<file path="src/rtl/uart_rx_fifo.sv">
// uart_rx_fifo: receive-side byte buffer behind the UART receiver.
// It synchronises the receiver's byte-valid level into clk, turns each rising edge into
// one write, and exposes a first-word-fall-through read port. A byte that arrives while
// the FIFO is full is dropped and recorded in a sticky overflow flag.
module uart_rx_fifo #(
    parameter int unsigned DEPTH  = 16,
    parameter int unsigned ADDR_W = 4
) (
    input  logic              clk,
    input  logic              rst,
    input  logic              rx_status,
    input  logic [7:0]        rx_data,
    input  logic              rd_en,
    output logic [7:0]        rd_data,
    output logic              empty,
    output logic              full,
    output logic [ADDR_W:0]   count,
    output logic              overflow,
    input  logic              clr_ovf
);

    localparam int unsigned CNT_W  = ADDR_W + 1;
    localparam int unsigned DATA_W = 8;

    logic [DATA_W-1:0] mem [DEPTH];
    logic [ADDR_W-1:0] wr_ptr;
    logic [ADDR_W-1:0] rd_ptr;
    logic              s1;
    logic              s2;
    logic              s3;
    logic              wr_req;
    logic              rd_valid;
    logic              wr_accept;
    logic              drop;

    // Two-flop synchroniser plus edge flop for the asynchronous byte-valid level
    always_ff @(posedge clk or posedge rst) begin
        if (rst) begin
            s1 <= 1'b0;
            s2 <= 1'b0;
            s3 <= 1'b0;
        end else begin
            s1 <= rx_status;
            s2 <= s1;
            s3 <= s2;
        end
    end

    // Write/read qualification; a read frees the slot a same-cycle write needs when full
    always_comb begin
        wr_req    = s2 & ~s3;
        rd_valid  = rd_en & ~empty;
        wr_accept = wr_req & (~full | rd_valid);
        drop      = wr_req & full & ~rd_valid;
    end

    // Status flags decoded from the registered occupancy
    always_comb begin
        empty = (count == '0);
        full  = (count == CNT_W'(DEPTH));
    end

    // Fall-through read straight from the array
    assign rd_data = mem[rd_ptr];

    // Storage array; data is taken from rx_data, which is long stable by the write edge
    always_ff @(posedge clk) begin
        if (wr_accept) begin
            mem[wr_ptr] <= rx_data;
        end
    end

    // Pointers and occupancy; pointers wrap naturally at ADDR_W bits
    always_ff @(posedge clk or posedge rst) begin
        if (rst) begin
            wr_ptr <= '0;
            rd_ptr <= '0;
            count  <= '0;
        end else begin
            if (wr_accept) begin
                wr_ptr <= wr_ptr + ADDR_W'(1);
            end
            if (rd_valid) begin
                rd_ptr <= rd_ptr + ADDR_W'(1);
            end
            case ({wr_accept, rd_valid})
                2'b10:   count <= count + CNT_W'(1);
                2'b01:   count <= count - CNT_W'(1);
                default: count <= count;
            endcase
        end
    end

    // Sticky overflow; a drop in the same cycle as a clear keeps the flag set
    always_ff @(posedge clk or posedge rst) begin
        if (rst) begin
            overflow <= 1'b0;
        end else if (drop) begin
            overflow <= 1'b1;
        end else if (clr_ovf) begin
            overflow <= 1'b0;
        end
    end

endmodule
</file>
<file path="config.mk">
export PLATFORM = sky130hd
export DESIGN_NAME = uart_rx_fifo
export DESIGN_NICKNAME = d
export VERILOG_FILES = /design/src/rtl/uart_rx_fifo.sv
export SDC_FILE = /design/constraint.sdc
export NUM_CORES = 1
export LEC_CHECK = 0
export CELL_PAD_IN_SITES_DETAIL_PLACEMENT = 0
export CELL_PAD_IN_SITES_GLOBAL_PLACEMENT = 2
export CORE_ASPECT_RATIO = 2
export CORE_UTILIZATION = 50
export DETAILED_ROUTE_END_ITERATION = 8
export MAX_ROUTING_LAYER = met4
export PLACE_DENSITY = 0.89
export SYNTH_ARGS = -nofsm -noshare
export SYNTH_HDL_FRONTEND = slang
export SYNTH_SLANG_ARGS = --single-unit
</file>
<file path="constraint.sdc">
create_clock -name clk -period 4.35 [get_ports clk]
set_clock_uncertainty 0.2 [all_clocks]
set_input_delay 1.0875 -clock clk [delete_from_list [all_inputs] [get_ports clk]]
set_output_delay 1.0875 -clock clk [all_outputs]
set_load 0.01 [all_outputs]
</file>
==> results_dict.tcl <==
set metrics [dict create \
    status "complete, no violations" \
    postPlaceCellArea_mm2 0.00646 \
    worst-path-buf-inv 2 \
    cts_made_buffers 17 \
    clock-sinks 145 \
    antenna_cells 0 \
    synth_edf_count 128 \
    post-route-period-util_pct 93.6 \
    path_clk_slew_ps 60 \
    port_buffers 28 \
    cap_violations 0 \
    grt_pass1_vias 3068 \
    cp-end-kind "output port" \
    drive_above_1_share_pct 13.8 \
    layout_commonest_cell "edfxtp_1" \
    critPathArrivalTime_ps 2780 \
    ys_top_cells_by_area "edfxtp_1, mux4_1, dfrtp_1" \
    area_growth_pct 16.2 \
    tightest_slew_ps 708 \
    syn_inst 303 \
    drt-initial-drc-count 227 \
    maxSlewViolCount 0 \
    cpMaxStageDelayCell "mux4_1" \
    synth-warning-count 0 \
    hp-start "s1" \
    synth-seq-cells 145 \
    clockBufferDepth 2 \
    syn-num-nets 325 \
    setup_slack_ps 279 \
    die-area_mm2 0.0126 \
    dr.pass1.iters 4 \
    startpoint "rd_ptr[0]" \
    drt_wl_total_um 11300 \
    grt_max_degree 24 \
    rows 56 \
    remaining_drc_errors 0 \
    cts_resized 0 \
    hpwl_um 7680 \
    post_cts_buffers 0 \
    power_leakage_nw 2.44 \
    antenna_found_initial 0 \
    start_util_pct 51.4 \
    cp_data_required_time_ps 3060 \
    grt-ovfl-total 0 \
    ctsHoldBuffers 0 \
    grt_first_pass_wirelength_um 17300 \
    hold_viol_final 0 \
    dp_slack_ps 519 \
    antenna_left 0 \
    worstSetupStartpointType "flop" \
    power_density_mw_per_mm2 630 \
    slowest_delay_ps 630 \
    fill_cells 849 \
    fmax_mhz 246 \
    rsz0062_at_grt "false" \
    nets 363 \
    io_pins 29 \
    core_area_mm2 0.0118 \
    synthesis.area_mm2 0.00605 \
    worst_r2r_startpoint "count[1]" \
    final.setup.tns_ps 0 \
    routabilityCongestion 0.761 \
    total_power_mw 4.43 \
    async_flop_share_pct 11.7 \
    synth_cell_types 38 \
    seq_area_frac_synth_pct 70.6 \
    path_cells "buf_4 -> mux4_1 -> mux4_2 -> clkdlybuf4s50_1" \
    yosysTopAreaCell "edfxtp_1" \
    vias_per_cell 5.87 \
    setup_viol 0 \
    max-slew-margin-rel_pct 52.8 \
    path_class "flop to output port" \
    yosys_most_used_dff "edfxtp_1" \
    crit_fanout 23 \
    cp_top_family "multiplexers" \
    hp-class "flop to flop" \
    root_buffer "clkbuf_16" \
    htree_num_levels 4 \
    final_area_mm2 0.00703 \
    most-common-layout-cells "edfxtp_1, mux4_1, clkdlybuf4s50_1" \
    netlist.area_leader.share_pct 63.5 \
    synth.avg_cell_area_um2 20.0 \
    clk_latency_ps 410 \
    wl_per_cell_um 22.6 \
    vias 2927 \
    cts_tree "done" \
    irDropWorstVdd_uv 412 \
    die_w_um 79.8 \
    gr-usage-all-layers_pct 20.6 \
    dieHeight_um 158 \
    finalCriticalPeriod_ps 4070 \
]
final timing paths:
check / to / slack, ps / cells after the start
hold / removal: s2 / 150 / 0
hold reg to reg: s2 / 150 / 0
min in group asynchronous: s1 / 880 / 2
setup reg to reg: count[4] / 1200 / 9
max in group asynchronous: count[2] / 2620 / 2
setup / recovery: rd_data[2] / 280 / 4
cells by family after synthesis:
group	count (synthesis)	synth area share [%]
buffers and inverters	23	2.01
adder cells (fa/ha/maj)	9	1.99
AO/OA/AOI/OAI	23	2.56
XOR/XNOR	10	1.45
AND/OR/NAND/NOR	53	4.69
multiplexers	40	16.7
flip-flops	145	70.6
synth_stat cells, types with 2 or more instances:
master    count
o211ai_1      3
nand2_1      14
clkbuf_1      8
a22oi_1       2
and3_1        2
nand4_1       2
inv_1         9
xnor2_1      10
ha_1          8
nor3_1        2
mux4_1       30
edfxtp_1    128
buf_6         3
a21oi_1       6
o21ai_0       5
and2_1       16
nor2b_1       2
nor2_1        8
mux4_2       10
dfrtp_1      17
flip-flops by register name, indices dropped and copies added, names as in the netlist:
name,count
overflow,1
s2,1
rd_ptr,4
s1,1
s3,1
wr_ptr,4
mem,128
count,5
through the flow:
| stage | instances | utilization [%] | hold WS [ps] |
|---|---|---|---|
| finish | 499 | 59.7 | 152 |
| global route | 499 | 59.7 | 155 |
| CTS | 499 | 59.7 | 154 |
| detailed placement | 467 | 54.9 | 139 |
| global placement | 467 | 54.9 | 134 |
| floorplan | 303 | - | 131 |
per-layer routing:
metal  GRT usage [%]  vias up  wire length (um)
li1                -     1324                 -
met2            36.3       85              6510
met3            4.32       20               423
met1            21.8     1498              4070
met5               -        -                 0
met4            8.93        0               283
where the power goes:
part	switching (mW)	internal, mW
sequential	0.141	1.64
clock	0.537	0.841
combinational	0.568	0.703
final cells by class:
| type | instances | area, um^2 | share of cell area, % |
|---|---|---|---|
| inverter | 9 | 33.8 | 0.480 |
| tap | 145 | 181 | 2.58 |
| sequential | 145 | 4270 | 60.7 |
| multi-input combinational | 135 | 1660 | 23.6 |
| clock inverter | 14 | 140 | 1.99 |
| clock buffer | 18 | 429 | 6.10 |
| timing repair buffer | 33 | 318 | 4.52 |
Power figures use the tool's default switching activity.
